`config.mk`:
```
export PLATFORM = sky130hd
export DESIGN_NAME = reg_write_arbiter_flat
export DESIGN_NICKNAME = d
export VERILOG_FILES = /design/src/rtl/reg_write_arbiter_if.sv /design/src/rtl/reg_write_arbiter.sv /design/src/flat_wrapper.sv
export SDC_FILE = /design/constraint.sdc
export NUM_CORES = 1
export LEC_CHECK = 0
export CORE_AREA = 2 2 78 80
export CTS_CLUSTER_SIZE = 30
export DETAILED_ROUTE_END_ITERATION = 8
export DIE_AREA = 0 0 80 82
export PLACE_DENSITY = 0.82
export SLEW_MARGIN = 20
export SYNTH_ARGS = -nofsm -noshare
export SYNTH_HDL_FRONTEND = slang
export SYNTH_SLANG_ARGS = --single-unit
export TNS_END_PERCENT = 5
```
`constraint.sdc`:
```
create_clock -name clk -period 5.04 [get_ports clk]
set_input_delay 0.504 -clock clk [delete_from_list [all_inputs] [get_ports clk]]
set_output_delay 0.504 -clock clk [all_outputs]
set_load 0.1 [all_outputs]
```
`src/rtl/reg_write_arbiter_if.sv`:
```
// reg_write_arbiter_if: writeback requesters and register-file write port
interface reg_write_arbiter_if #(
  parameter int NUM_REQ = 3,
  parameter int ADDR_W  = 5,
  parameter int DATA_W  = 32
);
  logic                      wb_stall;
  logic [NUM_REQ-1:0]        req_valid;
  logic [NUM_REQ*ADDR_W-1:0] req_addr;
  logic [NUM_REQ*DATA_W-1:0] req_data;
  logic [NUM_REQ-1:0]        req_ready;
  logic                      regWrite;
  logic [ADDR_W-1:0]         writeReg;
  logic [DATA_W-1:0]         writeData;
  logic                      wb_busy;
  modport master (
    output wb_stall, req_valid, req_addr, req_data,
    input  req_ready, regWrite, writeReg, writeData, wb_busy
  );
  modport slave (
    input  wb_stall, req_valid, req_addr, req_data,
    output req_ready, regWrite, writeReg, writeData, wb_busy
  );
endinterface

```
`src/rtl/reg_write_arbiter.sv`:
```
// reg_write_arbiter: round-robin sharing of the register-file write port
module reg_write_arbiter #(
  parameter int NUM_REQ = 3,
  parameter int ADDR_W  = 5,
  parameter int DATA_W  = 32
) (
  input logic clk,
  input logic rst_n,
  reg_write_arbiter_if.slave bus
);
  localparam int PTR_W = (NUM_REQ > 2) ? 2 : 1;
  localparam logic [NUM_REQ-1:0] ONE = {{(NUM_REQ-1){1'b0}}, 1'b1};
  logic [PTR_W-1:0]   ptr_q, ptr_d;
  logic [NUM_REQ-1:0] upper, cand, gnt;
  logic [ADDR_W-1:0]  sel_addr, write_reg_q;
  logic [DATA_W-1:0]  sel_data, write_data_q;
  logic               xfer, reg_write_q;
  // Pick the lowest valid index at or above ptr, else wrap to the lowest valid overall.
  always_comb begin
    upper    = bus.req_valid & ~((ONE << ptr_q) - ONE);
    cand     = (|upper) ? upper : bus.req_valid;
    gnt      = (bus.wb_stall || !rst_n) ? '0 : cand & (~cand + ONE);
    xfer     = |gnt;
    sel_addr = '0;
    sel_data = '0;
    ptr_d    = ptr_q;
    for (int i = 0; i < NUM_REQ; i++)
      if (gnt[i]) begin
        sel_addr = bus.req_addr[i*ADDR_W +: ADDR_W];
        sel_data = bus.req_data[i*DATA_W +: DATA_W];
        ptr_d    = (i == NUM_REQ-1) ? '0 : PTR_W'(i + 1);
      end
  end
  // Register the winning write; r0 targets load address/data but never enable the write.
  always_ff @(posedge clk or negedge rst_n)
    if (!rst_n) begin
      ptr_q        <= '0;
      reg_write_q  <= 1'b0;
      write_reg_q  <= '0;
      write_data_q <= '0;
    end else begin
      ptr_q        <= ptr_d;
      reg_write_q  <= xfer && (sel_addr != '0);
      write_reg_q  <= xfer ? sel_addr : write_reg_q;
      write_data_q <= xfer ? sel_data : write_data_q;
    end
  assign bus.req_ready = gnt;
  assign bus.wb_busy   = |(bus.req_valid & ~gnt);
  assign bus.regWrite  = reg_write_q;
  assign bus.writeReg  = write_reg_q;
  assign bus.writeData = write_data_q;
endmodule
```
`src/flat_wrapper.sv`:
```
// flat-port wrapper written by rule: the top's interface ports become plain ports
module reg_write_arbiter_flat 
#(
  parameter int NUM_REQ = 3,
  parameter int ADDR_W  = 5,
  parameter int DATA_W  = 32
)
  (clk, rst_n, bus_wb_stall, bus_req_valid, bus_req_addr, bus_req_data, bus_req_ready, bus_regWrite, bus_writeReg, bus_writeData, bus_wb_busy);
  reg_write_arbiter_if #(.NUM_REQ(NUM_REQ), .ADDR_W(ADDR_W), .DATA_W(DATA_W)) bus_i ();
  input logic clk;
  input logic rst_n;
  input wire logic [$bits(bus_i.wb_stall)-1:0] bus_wb_stall;
  input wire logic [$bits(bus_i.req_valid)-1:0] bus_req_valid;
  input wire logic [$bits(bus_i.req_addr)-1:0] bus_req_addr;
  input wire logic [$bits(bus_i.req_data)-1:0] bus_req_data;
  output wire logic [$bits(bus_i.req_ready)-1:0] bus_req_ready;
  output wire logic [$bits(bus_i.regWrite)-1:0] bus_regWrite;
  output wire logic [$bits(bus_i.writeReg)-1:0] bus_writeReg;
  output wire logic [$bits(bus_i.writeData)-1:0] bus_writeData;
  output wire logic [$bits(bus_i.wb_busy)-1:0] bus_wb_busy;
  assign bus_i.wb_stall = bus_wb_stall;
  assign bus_i.req_valid = bus_req_valid;
  assign bus_i.req_addr = bus_req_addr;
  assign bus_i.req_data = bus_req_data;
  assign bus_req_ready = bus_i.req_ready;
  assign bus_regWrite = bus_i.regWrite;
  assign bus_writeReg = bus_i.writeReg;
  assign bus_writeData = bus_i.writeData;
  assign bus_wb_busy = bus_i.wb_busy;
  reg_write_arbiter #(.NUM_REQ(NUM_REQ), .ADDR_W(ADDR_W), .DATA_W(DATA_W)) u_core (.clk(clk), .rst_n(rst_n), .bus(bus_i));
endmodule
```
==> impl_metrics.yaml <==
global_route:
  grt_pass1_wl_um: 10200
  first_global_vias: 2201
  grt_usage: 0.201
  overflow: 0
  antenna_found_initial: 0
  grt_max_degree: 44
synthesis:
  synth_edf_count: 0
  ys.warnings.count: 0
  avgSynthCellArea_sq_um: 10.1
  synth_top_area_share: 0.511
  syn-cell-area_sq_um: 1960
  syn_nets: 312
  yosys_register_bits: 40
  synthFlopType: "dfrtp_1"
  synthTopCellsByCount: "69 x nand2_1, 40 x dfrtp_1, 34 x a222oi_1, 9 x clkbuf_1, 6 x nor2_1"
  synth_area_leaders: "dfrtp_1 51%, a222oi_1 17%, nand2_1 13%, a22o_1 1.8%, clkbuf_1 1.7%"
  ys_seq_area_frac: 0.511
  yosys.area.top_type: "dfrtp_1"
  synthCells: 195
  async_flop_share: 1.00
  yosysUniqueCellTypes: 28
  synthMostInstantiatedCell: "nand2_1"
drt:
  ant_nets: 0
  vias: 2213
  firstDrtPassIters: 6
  drtIter0Drc: 214
  drc: 0
  wl_per_cell_um: 15.6
  vias_per_cell: 5.23
  wl_um: 6620
sta:
  fmax_mhz: 311
  finalSetupViolations: 0
  fin_skew_ps: 5.54
  slew_violations: 0
  rsz0062_at_grt: "no"
  maxSlewHeadroom: 0.333
  hold_viol_final: 0
  finalCritPeriodShare: 0.638
  fin_crit_ps: 3210
  tns_ps: 0
  worstMarginPinSlew_ps: 998
setup_path:
  critPathLaunchType: "input port"
  worst_setup_path_end_kind: "output pin"
  critical_path_required_ps: 4540
  path_max_fanout: 3
  crit_type: "in -> out"
  cp_data_arrival_time_ps: 2710
clocking:
  cts_buffers: 5
  cts_sinks: 40
  ctsHoldBuffers: 0
  tritoncts: "yes"
  cts_buffer_depth: 2
  clkTransAtPathRegs_ps: 70
  cts_resized: 0
  cts_setup_buffers: 0
  h-tree-depth: 2
  insertion_delay_ps: 280
  cts-root-buf: "clkbuf_8"
floorplan:
  die-area_sq_um: 6560
  io_pins: 159
  die_y_um: 82
  fp.dieW_um: 80
  start_util: 0.341
  coreArea_sq_um: 5750
  rows: 28
layout:
  multiInputGateArea_sq_um: 867
  regArea_sq_um: 1000
  nNetsFinal: 464
  drive_gt1_frac: 0.0575
  fillers: 508
  syn2layout_area_growth_pct: 86.8
  final_area_sq_um: 3660
  diodes: 0
power_and_ir_drop:
  p_leak_nw: 1.60
  p_per_area_nw_per_um2: 698
  ir_drop_uv: 456
flow_run:
  maxCapViolCount: 0
place:
  dpl.hpwl_um: 5020
  port_buffers: 158
  gp_congestion: 0.720
  place_area_sq_um: 3570
hold_path:
  hold_path.class: "in -> async"
run_status:
  status: "finished, final reports clean"
## routing by layer
| metal | up-vias | track usage | wire (um) |
|---|---|---|---|
| met4 | 0 | 0.0678 | 68 |
| met1 | 1025 | 0.231 | 2440 |
| met5 | - | 0 | 0 |
| li1 | 1050 | - | - |
| met3 | 11 | 0.0604 | 745 |
| met2 | 127 | 0.358 | 3360 |
## area by class of cell
| cell class | count | share of cell area |
|---|---|---|
| Multi-Input combinational cell | 136 | 0.237 |
| Inverter | 1 | 0.00102 |
| Sequential cell | 40 | 0.273 |
| Timing Repair Buffer | 163 | 0.439 |
| Tap cell | 75 | 0.0256 |
| Clock buffer | 8 | 0.0246 |
## power breakdown
group          total (mW)  switching [mW]  internal (mW)
sequential          0.567          0.0929          0.474
clock               0.210          0.0987          0.112
combinational        1.78            1.35          0.429
total                2.56            1.54           1.01
## cells by family after synthesis
group / count (synthesis) / synth area share
compound gates: 49 / 0.247
xor+xnor: 1 / 0.00447
fa+ha+maj: 1 / 0.00511
buf+inv: 19 / 0.0510
flops: 40 / 0.511
simple gates: 85 / 0.182
## path summary, 6_finish.rpt
| check | slack, ps | from | endpoint | cells after the start |
|---|---|---|---|---|
| min in group clk | 480 | u_core.bus.writeData[14] | u_core.bus.writeData[14] | 2 |
| worst min register to register | 480 | u_core.bus.writeData[14] | u_core.bus.writeData[14] | 2 |
| worst max-delay path | 1830 | bus_wb_stall | bus_wb_busy | 6 |
| worst min-delay path | 170 | rst_n | u_core.bus.writeData[14] | 1 |
| worst max register to register | 2810 | u_core.ptr_q[1] | u_core.bus.writeReg[0] | 5 |
| max in group asynchronous | 4210 | rst_n | u_core.bus.writeData[26] | 2 |
## cell usage in the layout, fill, tap and decap left out, types with 2 or more instances in the layout
master,synthesis,final
a21oi_1,2,2
a221o_1,3,3
a222oi_1,34,34
a22o_1,4,4
buf_4,2,8
clkbuf_1,9,2
clkbuf_8,0,6
clkdlybuf4s50_1,0,154
dfrtp_1,40,40
nand2_1,69,69
nor2_1,6,6
nor2b_1,2,2
## worst max-delay path, stage by stage
cell,delay (ps)
clkdlybuf4s50_1,480
nand2b_1,220
maj3_1,220
nor2_1,50
nor2_1,100
clkdlybuf4s50_1,1130
## state kept, by name, summed over array words and instances, names as in the netlist
signal and count:
u_core.bus.regWrite 1, u_core.bus.writeData 32, u_core.bus.writeReg 5, u_core.ptr_q 2
## through the flow
| stage | power [mW] | instances | utilization | hold slack, ps | worst slack, ps |
|---|---|---|---|---|---|
| after global routing | 2.67 | 423 | 0.637 | 205 | 1730 |
| after CTS | 2.58 | 423 | 0.637 | 182 | 1830 |
| after global placement | 2.34 | 415 | 0.622 | 457 | 1900 |
| after detailed placement | 2.36 | 415 | 0.622 | 462 | 1850 |
| final | 2.56 | 423 | 0.637 | 174 | 1830 |
| after floorplan | 1.88 | 195 | - | 208 | 2390 |
Note: power is estimated with default switching activity, not from simulation.
==> variant 1 (config.mk and constraints unchanged) <==
`ADDR_W` is set to 5 in 3 places; all go to 7.
--- a/src/rtl/reg_write_arbiter_if.sv
+++ b/src/rtl/reg_write_arbiter_if.sv
@@ -2,5 +2,5 @@
 interface reg_write_arbiter_if #(
   parameter int NUM_REQ = 3,
-  parameter int ADDR_W  = 5,
+  parameter int ADDR_W  = 7,
   parameter int DATA_W  = 32
 );
--- a/src/rtl/reg_write_arbiter.sv
+++ b/src/rtl/reg_write_arbiter.sv
@@ -2,5 +2,5 @@
 module reg_write_arbiter #(
   parameter int NUM_REQ = 3,
-  parameter int ADDR_W  = 5,
+  parameter int ADDR_W  = 7,
   parameter int DATA_W  = 32
 ) (
--- a/src/flat_wrapper.sv
+++ b/src/flat_wrapper.sv
@@ -3,5 +3,5 @@
 #(
   parameter int NUM_REQ = 3,
-  parameter int ADDR_W  = 5,
+  parameter int ADDR_W  = 7,
   parameter int DATA_W  = 32
 )
Ports: changed (resized bus_req_addr and bus_writeReg); port bits go from 159 to 167. The function was not compared with the original's and may differ.
==> variant 1 against the unedited design <==
Sequential power fell by 17%. Largest power group unchanged. Combinational power decreased by 43%. Total power fell by 34%. Worst setup slack worse by 0.13 ns. Routed wire length grew 13%. Sequential cell count is 2 higher. Final area grew 6.4%. Count of clock-buffer cells in the layout is 2 lower. Synthesized area grew 7.8%.
==> variant 1: results (changes against the unedited design) <==
- The average wire per standard cell was 18.4 um (+17%).
- The number of slew-limit violations in the final report is 0 (unchanged).
- The iteration count of the initial detailed-routing pass is 5 (-1).
- The net count after synthesis is 297 (-4.8%).
- The total leakage power came to 1.60 nW (+0.26%).
- The half-perimeter wire length after placement came to 5.59 mm (+11%).
- The post-synthesis sequential area ratio is 0.497 (-0.0132).
- The signal arrival time at the worst endpoint is 2.84 ns (+0.13 ns).
- The reg-to-reg setup timing slack came to 2.78 ns (-0.03 ns).
- The fraction of met2 tracks used by global routing is 0.374 (+0.0167).
- The post-detailed-route DRC marker count is 0 (unchanged).
- The number of I/O port buffers is 166 (+5.1%).
- The distinct cell type count after synthesis is 32 (+14%).
- The count of buffers added by post-CTS timing repair for setup came to 0 (unchanged).
- The synthesized area divided by synthesized cell count was 12.1 um^2 (+21%).
- The global routing usage on met3 was 0.0912 (+0.0308).
- The total met2 wirelength after detailed routing is 3.57 mm (+6.3%).
- The critical path ends at bus_req_ready[0].
- The post-synthesis compound-gate area fraction is 0.409 (+0.162).
- The maximum number of pins on one net before global-route repair is 43 (-2.3%).
- The wire length of the first global-routing pass is 11.1 mm (+8.6%).
- The relative slew slack is 0.332 (-0.000781).
- The adder-cell share of the synthesized area came to 0.00474 (-0.000369).
- The placement-stage cell area came to 0.00381 mm^2 (+6.8%).
- The depth of the worst register-to-register path was 6 (+1).
- The routability-driven placement congestion ratio is 0.824 (+14%).
- The run finished with clean final reports.
- The count of vias placed by the detailed router is 2333 (+5.4%).
- The routed metal-1 wire length is 2.92 mm (+19%).
- The maximum fanout along the worst path is 22 (+19).
- The global-route total usage across every layer was 0.221 (+0.0197).
- The routed length on met3 is 822 um (+10%).
- The post-synthesis share of cell area spent on xor and xnor gates is 0 (-0.00447).
- The count of flip-flops with a built-in enable after synthesis is 0 (unchanged).
- By count the netlist is led by sky130_fd_sc_hd__dfrtp_1 (42), sky130_fd_sc_hd__a221o_1 (36), sky130_fd_sc_hd__a22o_1 (36).
- The largest voltage drop on the vdd net is 0.275 mV (-40%).
- In this run the critical register-to-register path is captured at u_core.bus.regWrite$_DFF_PN0_.
- The met1 usage is 0.249 (+0.0185).
- The maximum single-stage delay on the critical path is 0.75 ns (-0.38 ns).
- The total instance count after detailed placement is 402 (-3.1%).
- The worst setup skew after layout was 0.00831 ns (+0.00277 ns).
- The most critical setup path has its startpoint at bus_req_valid[2].
- The final standard cell count with taps included and fillers excluded is 408 (-3.5%).
- CTS placed an instance of sky130_fd_sc_hd__clkbuf_8 at the clock tree root.
- The fraction of layout instances using a drive strength above 1 was 0.0541 (-0.00342).
- The first-iteration detailed-routing DRC count was 123 (-43%).
- The number of global-route vias before repair came to 2359 (+7.2%).
- The net total in the final layout came to 457 (-1.5%).
- By area the synthesized netlist is led by sky130_fd_sc_hd__dfrtp_1 (50%), sky130_fd_sc_hd__a221o_1 (17%), sky130_fd_sc_hd__a22o_1 (15%).
- The cell with the largest stage delay on the worst path is sky130_fd_sc_hd__o2111a_1.
- The smallest setup slack after layout was 1.69 ns (-0.133 ns).
- The share of synthesized flip-flops with an asynchronous set or reset is 1.00 (unchanged).
[variant 1: report_power, final]
| part | internal [mW] | switching, mW |
|---|---|---|
| sequential | 0.418 | 0.0533 |
| clock | 0.106 | 0.107 |
| combinational | 0.296 | 0.721 |
[variant 1: final cells by class]
cell class	instances	area (um^2)
Multi-Input combinational cell	114	983
Tap cell	75	93.8
Clock buffer	6	82.6
Timing Repair Buffer	171	1690
Fill cell	462	1850
Sequential cell	42	1050
[variant 1: worst max-delay path, delay by kind of cell]
kind,cells,cell delay [ns]
buf+inv,3,1.28
compound gates,1,0.75
simple gates,1,0.29
[variant 1: through the flow]
step	hold WS [ns]	utilization	power [mW]
final	0.346	0.678	1.70
after detailed placement	0.464	0.664	1.49
after global placement	0.459	0.664	1.49
after floorplan	0.208	-	1.18
after CTS	0.360	0.678	1.71
after global routing	0.399	0.678	1.76
==> variant 2 (config.mk and constraints unchanged) <==
Without the edit above. Reset style: synchronous (`rst_n`), changed in one clocked block.
--- a/src/rtl/reg_write_arbiter.sv
+++ b/src/rtl/reg_write_arbiter.sv
@@ -33,5 +33,5 @@
   end
   // Register the winning write; r0 targets load address/data but never enable the write.
-  always_ff @(posedge clk or negedge rst_n)
+  always_ff @(posedge clk)
     if (!rst_n) begin
       ptr_q        <= '0;
Function: differs if rst_n is asserted again (counterexample within 4 cycles, from zero or initial values and one cycle with rst_n low); with rst_n held inactive, the same outputs for 10 cycles.
==> variant 2 against the unedited design <==
Synthesized area fell by 9.6%. Non-clock buffer count fell by 1. Cell count rose by 1.2%. Final area fell by 5.6%. Worst setup slack got worse by 0.030 ns. Routed wire length rose by 7.7%. Sequential cell count did not move. Critical endpoint unchanged. Largest cell class unchanged. Highest routed layer unchanged.
Power is not compared: it rests on default switching activity, and its combinational part moved more than twofold at a synthesized area within 25%.
==> variant 2: results (changes against the unedited design) <==
- The run finished with clean final reports.
- The worst register-to-register path begins at u_core.ptr_q[1]$_SDFFE_PP0P_.
- The worst register-to-register path ends at u_core.bus.writeData[9]$_SDFFE_PN0P_.
- The worst-case setup slack after placement is 1.81 ns (-0.0399 ns).
- The signal arrival time at the worst endpoint is 2.74 ns (+0.03 ns).
- The wire length of the first global-routing pass was 10.7 mm (+4.4%).
- The post-synthesis compound-gate area fraction is 0.274 (+0.0270).
- The synthesized netlist cell count is 200 (+2.6%).
- The routability-driven placement congestion ratio is 0.800 (+11%).
- The placement-stage cell area was 0.00336 mm^2 (-5.8%).
- The maximum number of pins on one net before global-route repair is 41 (-6.8%).
- The fraction of met2 tracks used by global routing is 0.368 (+0.0108).
- By count the netlist is led by sky130_fd_sc_hd__nand2_1 (72), sky130_fd_sc_hd__dfxtp_1 (40), sky130_fd_sc_hd__a222oi_1 (34).
- The net total in the final layout is 469 (+1.1%).
- The total met2 wirelength after detailed routing was 3.71 mm (+10%).
- The reg-to-reg setup timing slack came to 3.08 ns (+0.27 ns).
- The average wire per standard cell came to 16.7 um (+6.5%).
- The iteration count of the initial detailed-routing pass came to 8 (+2).
- The global-route total usage across every layer is 0.213 (+0.0122).
- Among all flip-flop cells after synthesis, the most frequent one is sky130_fd_sc_hd__dfxtp_1.
- The met1 usage was 0.245 (+0.0140).
- The relative slew slack was 0.317 (-0.0156).
- The adder-cell share of the synthesized area is 0 (-0.00511).
- The first-iteration detailed-routing DRC count is 235 (+9.8%).
- The fraction of layout instances using a drive strength above 1 is 0.0482 (-0.00931).
- The global routing usage on met3 was 0.0725 (+0.0121).
-- variant 2: changes by cell type in the layout (fill, tap and decap cells not counted), sizes merged, moves of 3 or more --
cell	before	now
a22oi	0	6
dfxtp	0	40
a221o	3	0
nand2	69	72
a22o	4	0
dfrtp	40	0
-- variant 2: cell type report --
type                       count  area (um^2)
inverter                       2         7.51
tap                           75         93.8
clock buffer                   6         82.6
sequential                    40          801
multi-input combinational    141          858
clock inverter                 2         10.0
fill                         530         2290
timing repair buffer         162         1600
-- variant 2: worst max path at each step --
stage                            start                to
final                     bus_wb_stall       bus_wb_busy
after global routing             rst_n       bus_wb_busy
after CTS                 bus_wb_stall       bus_wb_busy
after detailed placement  bus_wb_stall       bus_wb_busy
after global placement           rst_n  bus_req_ready[2]
after floorplan           bus_wb_stall       bus_wb_busy
-- variant 2: power by group --
part	switching [mW]	total [mW]	internal [mW]
sequential	0.0153	0.359	0.343
clock	0.114	0.224	0.109
combinational	0.263	0.409	0.146
